<file path="config.mk">
export PLATFORM = sky130hd
export DESIGN_NAME = ps2_key_encoder
export DESIGN_NICKNAME = d
export VERILOG_FILES = /design/src/rtl/ps2_pkg.sv /design/src/rtl/ps2_line_filter.sv /design/src/rtl/ps2_key_encoder.sv
export SDC_FILE = /design/constraint.sdc
export NUM_CORES = 1
export LEC_CHECK = 0
export CAP_MARGIN = 25
export CORE_ASPECT_RATIO = 0.8
export CORE_UTILIZATION = 30
export DETAILED_ROUTE_END_ITERATION = 6
export RECOVER_POWER = 50
export SLEW_MARGIN = 20
export SYNTH_ARGS = -nofsm -noshare
export SYNTH_HDL_FRONTEND = slang
export SYNTH_SLANG_ARGS = --single-unit
</file>
<file path="constraint.sdc">
create_clock -name clk_sys -period 2.3 [get_ports clk_sys]
set_input_delay 0.575 -clock clk_sys [delete_from_list [all_inputs] [get_ports clk_sys]]
set_output_delay 0.575 -clock clk_sys [all_outputs]
set_load 0.03 [all_outputs]
</file>
<file path="src/rtl/ps2_pkg.sv">
// ps2_pkg: shared FSM states, prefix byte constants and the ps2_key event layout.
package ps2_pkg;
  typedef enum logic [1:0] {IDLE, DATA, PARITY, STOP} ps2_state_t;
  localparam logic [7:0] PS2_EXT   = 8'hE0;
  localparam logic [7:0] PS2_BRK   = 8'hF0;
  localparam logic [7:0] PS2_PAUSE = 8'hE1;
  typedef struct packed {
    logic       toggle;
    logic       pressed;
    logic       ext;
    logic [7:0] code;
  } ps2_key_t;
  // BAT, ACK, echo, resend and overrun replies carry no key information
  function automatic logic is_status(input logic [7:0] b);
    return b inside {8'hAA, 8'hFA, 8'hEE, 8'hFE, 8'h00, 8'hFF};
  endfunction
endpackage

</file>
<file path="src/rtl/ps2_line_filter.sv">
// ps2_line_filter: 2-FF synchroniser plus FILTER_LEN glitch filter with edge strobes.
module ps2_line_filter #(
  parameter int FILTER_LEN = 4
) (
  input  logic clk_sys,
  input  logic reset_n,
  input  logic i_raw,
  output logic o_fall,
  output logic o_edge
);
  localparam int CW = $clog2(FILTER_LEN + 1);
  logic [1:0]    r_sync;
  logic          r_filt;
  logic [CW-1:0] r_cnt;
  always_ff @(posedge clk_sys) begin
    if (!reset_n) begin
      r_sync <= 2'b11;
      r_filt <= 1'b1;
      r_cnt  <= '0;
      o_fall <= 1'b0;
      o_edge <= 1'b0;
    end else begin
      r_sync <= {r_sync[0], i_raw};
      o_fall <= 1'b0;
      o_edge <= 1'b0;
      if (r_sync[1] == r_filt) r_cnt <= '0;
      else if (r_cnt == CW'(FILTER_LEN - 1)) begin
        r_filt <= r_sync[1];
        r_cnt  <= '0;
        o_edge <= 1'b1;
        o_fall <= r_filt;
      end else r_cnt <= r_cnt + 1'b1;
    end
  end
endmodule

</file>
<file path="src/rtl/ps2_key_encoder.sv">
// ps2_key_encoder: PS/2 frame deserialiser folding E0/F0/E1 prefixes into 11-bit key events.
// Optional frame timeout enabled by defining PS2_KEY_TIMEOUT_EN.
module ps2_key_encoder
  import ps2_pkg::*;
#(
  parameter int FILTER_LEN  = 4,
  parameter int TIMEOUT_CYC = 6000
) (
  input  logic        clk_sys,
  input  logic        reset_n,
  input  logic        ps2_clk_in,
  input  logic        ps2_data_in,
  output logic [10:0] ps2_key,
  output logic        frame_err
);
  logic       w_fall, w_edge, w_data, w_timeout;
  logic [1:0] r_dsync;
  ps2_state_t r_state;
  logic [2:0] r_bitcnt, r_e1_skip;
  logic [7:0] r_sr, r_byte;
  logic       r_par_ok, r_byte_vld, r_ext, r_brk, r_err;
  ps2_key_t   r_key;
  ps2_line_filter #(.FILTER_LEN(FILTER_LEN)) u_clk_filt (
    .clk_sys(clk_sys),
    .reset_n(reset_n),
    .i_raw  (ps2_clk_in),
    .o_fall (w_fall),
    .o_edge (w_edge)
  );
  assign w_data    = r_dsync[1];
  assign ps2_key   = r_key;
  assign frame_err = r_err;
`ifdef PS2_KEY_TIMEOUT_EN
  localparam int TW = $clog2(TIMEOUT_CYC + 1);
  logic [TW-1:0] r_tcnt;
  assign w_timeout = r_tcnt == TW'(TIMEOUT_CYC);
  always_ff @(posedge clk_sys) begin
    if (!reset_n || r_state == IDLE || w_edge || w_timeout) r_tcnt <= '0;
    else r_tcnt <= r_tcnt + 1'b1;
  end
`else
  assign w_timeout = w_edge & (TIMEOUT_CYC < 0);
`endif
  always_ff @(posedge clk_sys) begin
    if (!reset_n) begin
      r_dsync    <= 2'b11;
      r_state    <= IDLE;
      r_bitcnt   <= '0;
      r_sr       <= '0;
      r_par_ok   <= 1'b0;
      r_byte_vld <= 1'b0;
      r_byte     <= '0;
      r_ext      <= 1'b0;
      r_brk      <= 1'b0;
      r_e1_skip  <= '0;
      r_key      <= '0;
      r_err      <= 1'b0;
    end else begin
      r_dsync    <= {r_dsync[0], ps2_data_in};
      r_err      <= 1'b0;
      r_byte_vld <= 1'b0;
      if (w_timeout) begin
        r_state <= IDLE;
        r_err   <= 1'b1;
      end else if (w_fall) begin
        case (r_state)
          IDLE: begin
            if (!w_data) begin
              r_state  <= DATA;
              r_bitcnt <= '0;
            end else r_err <= 1'b1;
          end
          DATA: begin
            r_sr     <= {w_data, r_sr[7:1]};
            r_bitcnt <= r_bitcnt + 1'b1;
            if (r_bitcnt == 3'd7) r_state <= PARITY;
          end
          // parity verdict is held until the stop bit so a bad frame raises one error
          PARITY: begin
            r_par_ok <= ^{r_sr, w_data};
            r_state  <= STOP;
          end
          default: begin
            r_state <= IDLE;
            if (w_data && r_par_ok) begin
              r_byte_vld <= 1'b1;
              r_byte     <= r_sr;
            end else r_err <= 1'b1;
          end
        endcase
      end
      if (r_byte_vld) begin
        if (|r_e1_skip) r_e1_skip <= r_e1_skip - 1'b1;
        else if (r_byte == PS2_PAUSE) r_e1_skip <= 3'd7;
        else if (r_byte == PS2_EXT) r_ext <= 1'b1;
        else if (r_byte == PS2_BRK) r_brk <= 1'b1;
        else if (!(is_status(r_byte) && !r_ext && !r_brk)) begin
          r_key <= {~r_key.toggle, ~r_brk, r_ext, r_byte};
          r_ext <= 1'b0;
          r_brk <= 1'b0;
        end
      end
    end
  end
endmodule
</file>
==> flow_metrics.py <==
metrics = {
    "detailed_routing": {
        "dr.pass1.iters": 4,
        "route.final.wire_length_um": 3900,
        "drcViolationCount": 0,
        "via_count": 1632,
        "viasPerCell": 4.65,
        "ant_nets": 0,
        "drtIter0Drc": 117,
        "wire_per_inst_um": 11.1,
    },
    "synth": {
        "seq_area_frac_synth": 0.446,
        "synthFlopType": "dfxtp_1",
        "synthesis.area_um2": 2200,
        "yosys.area.top_type_share": 0.446,
        "ys_seq_elements": 49,
        "synth_nets": 261,
        "synth_cell_types": 41,
        "ys_warn_count": 0,
        "synth-edff-count": 0,
        "synthCells": 247,
        "async_flop_share": 0,
        "yosys.area.top_type": "dfxtp_1",
        "avgSynthCellArea_um2": 8.90,
        "yosys-top-cells-area": "dfxtp_1 (45%), nand2_1 (9.7%), a21boi_0 (6.5%)",
    },
    "clock_network": {
        "cts_buffer_depth": 2,
        "cts_root_buf": "clkbuf_8",
        "path_clk_slew_ns": 0.09,
        "cts_buffers": 5,
        "post_cts_resize_count": 0,
        "cts_setup_buffers": 0,
        "htreeDepth": 2,
        "cts_tree": "done",
        "cts.sinks": 49,
        "insertion_delay_ns": 0.29,
        "hold_buffers": 0,
    },
    "timing": {
        "hold_viol_final": 0,
        "fin_crit_sh": 0.855,
        "rsz0062_at_grt": "no",
        "slew_violations": 0,
        "tns_ns": 0,
        "fin_crit_ns": 1.97,
        "fmax_mhz": 509,
        "setup_ws_ns": 0.334,
        "skew_ns": 0.00982,
        "slew_headroom": 0.303,
        "tightest_slew_ns": 1.05,
        "finalSetupViolations": 0,
    },
    "layout": {
        "antenna_cells": 0,
        "seqCellArea_um2": 981,
        "finalCoreUtilization": 0.360,
        "drive_gt1_frac": 0.0606,
        "syn_to_final_growth_pct": 14.7,
        "multi_input_area_um2": 1140,
        "final_net_count": 277,
        "fillers": 709,
    },
    "place": {
        "dp_hpwl_um": 2800,
        "pre_cts_ws_ns": 0.154,
        "finalWeightedCongestion": 0.745,
        "io_buffers": 15,
    },
    "critical_path": {
        "cp-start-kind": "primary input",
        "worstPathArrival_ns": 2.20,
        "path_buf_inv": 2,
        "startpoint": "reset_n",
        "critPathCaptureType": "flop",
        "critPathMaxStageDelay_ns": 0.75,
        "cp_top_family": "buffers and inverters",
        "reg2reg_from": "r_byte[7]",
        "path_cells": "clkbuf_1 -> clkbuf_2 -> nand2_1 -> mux2i_1",
        "cp.required_ns": 2.53,
        "critPathKind": "in2reg",
        "cp_slowest_cell": "clkbuf_1",
        "worstPathMaxFanout": 32,
    },
    "flow_run": {
        "cap_violations": 0,
    },
    "global_route": {
        "grt_pass1_vias": 1537,
        "grt_max_degree": 33,
        "grt-ovfl-total": 0,
        "grt_use_total": 0.110,
        "grt_pass1_wl_um": 6970,
        "antenna_found_initial": 0,
    },
    "pwr": {
        "ir_drop_mv": 0.293,
        "leakage_uw": 0.000878,
        "power_density_nw_per_um2": 549,
        "finalPower_uw": 1380,
    },
    "outcome": {
        "status": "completed",
    },
    "hold_path": {
        "holdCritPathClass": "reg2reg",
        "min_from": "r_dsync[0]",
    },
    "floorplanning": {
        "io_pins": 16,
        "die_y_um": 78.5,
        "dieArea_um2": 7670,
        "core_area_um2": 6990,
        "start_util": 0.314,
        "die_w_um": 97.7,
        "fp-row-count": 27,
    },
}
-- power breakdown --
group / leakage (uW) / switching, uW / internal [uW]
clock: 0.0000456 / 283 / 217
combinational: 0.000437 / 17.1 / 13.5
sequential: 0.000396 / 2.30 / 851
-- worst paths after layout --
check | endpoint | slack [ns] | cells after the start
worst max-delay path | ps2_key[7] | 0.33 | 4
worst min-delay path | r_dsync[1] | 0.42 | 1
worst max register to register | ps2_key[3] | 0.48 | 5
worst min register to register | r_dsync[1] | 0.42 | 1
-- cell families after synthesis --
logic type | share of synthesized area
AND/OR/NAND/NOR | 0.241
flip-flops | 0.446
AO/OA/AOI/OAI | 0.125
buffers and inverters | 0.0376
multiplexers | 0.0592
adder cells (fa/ha/maj) | 0.0569
XOR/XNOR | 0.0342
-- cell usage after synthesis (2+ instances only) --
master,instances
inv_1,9
and2_1,2
nand2b_1,7
or3_1,2
nor2b_1,7
nor2_1,10
o22ai_1,2
xor2_1,3
nand4_1,2
clkbuf_1,7
or2_2,2
mux2i_1,13
a22oi_1,2
xnor2_1,3
o31ai_1,2
o21ai_0,4
a21oi_1,3
nand3_1,11
nand3b_1,3
nand2_1,57
dfxtp_1,49
a21boi_0,19
ha_1,10
-- layer usage --
layer,GRT usage,part of all wire
met5,0,0
met4,0.0318,0.0026
met2,0.165,0.41
met3,0.0249,0.027
met1,0.155,0.56
-- cell type report --
cell class,instances,share of cell area
Tap cell,87,0.0432
Inverter,9,0.0134
Clock inverter,2,0.00546
Multi-Input combinational cell,179,0.452
Sequential cell,49,0.389
Clock buffer,6,0.0288
Timing Repair Buffer,19,0.0680
-- cell usage in the layout, fill, tap and decap left out, drive strengths merged, types with 3 or more instances in the layout --
cell type / n
nand2: 57
dfxtp: 49
a21boi: 19
clkdlybuf4s50: 14
mux2i: 13
nand3: 11
nor2: 10
ha: 10
inv: 10
clkbuf: 8
nor2b: 7
nand2b: 7
o21ai: 4
xor2: 3
nand3b: 3
a21oi: 3
xnor2: 3
buf: 3
-- state kept, by name (all words and copies together), names as in the netlist --
| signal | flops |
|---|---|
| u_clk_filt.o_fall | 1 |
| ps2_key | 11 |
| u_clk_filt.r_sync | 2 |
| r_state | 2 |
| r_sr | 8 |
| frame_err | 1 |
| r_e1_skip | 3 |
| r_dsync | 2 |
| r_byte_vld | 1 |
| r_brk | 1 |
| r_par_ok | 1 |
| r_bitcnt | 3 |
| r_byte | 8 |
| u_clk_filt.r_filt | 1 |
| r_ext | 1 |
| u_clk_filt.r_cnt | 3 |
-- through the flow --
stage | instance area, um^2 | hold WS, ns | cells
after floorplan | 2200 | 0.386 | 247
after global placement | 2440 | 0.392 | 342
after detailed placement | 2440 | 0.395 | 342
after CTS | 2530 | 0.418 | 350
after global routing | 2520 | 0.458 | 351
final | 2520 | 0.415 | 351
(Power assumes the default switching activity.)
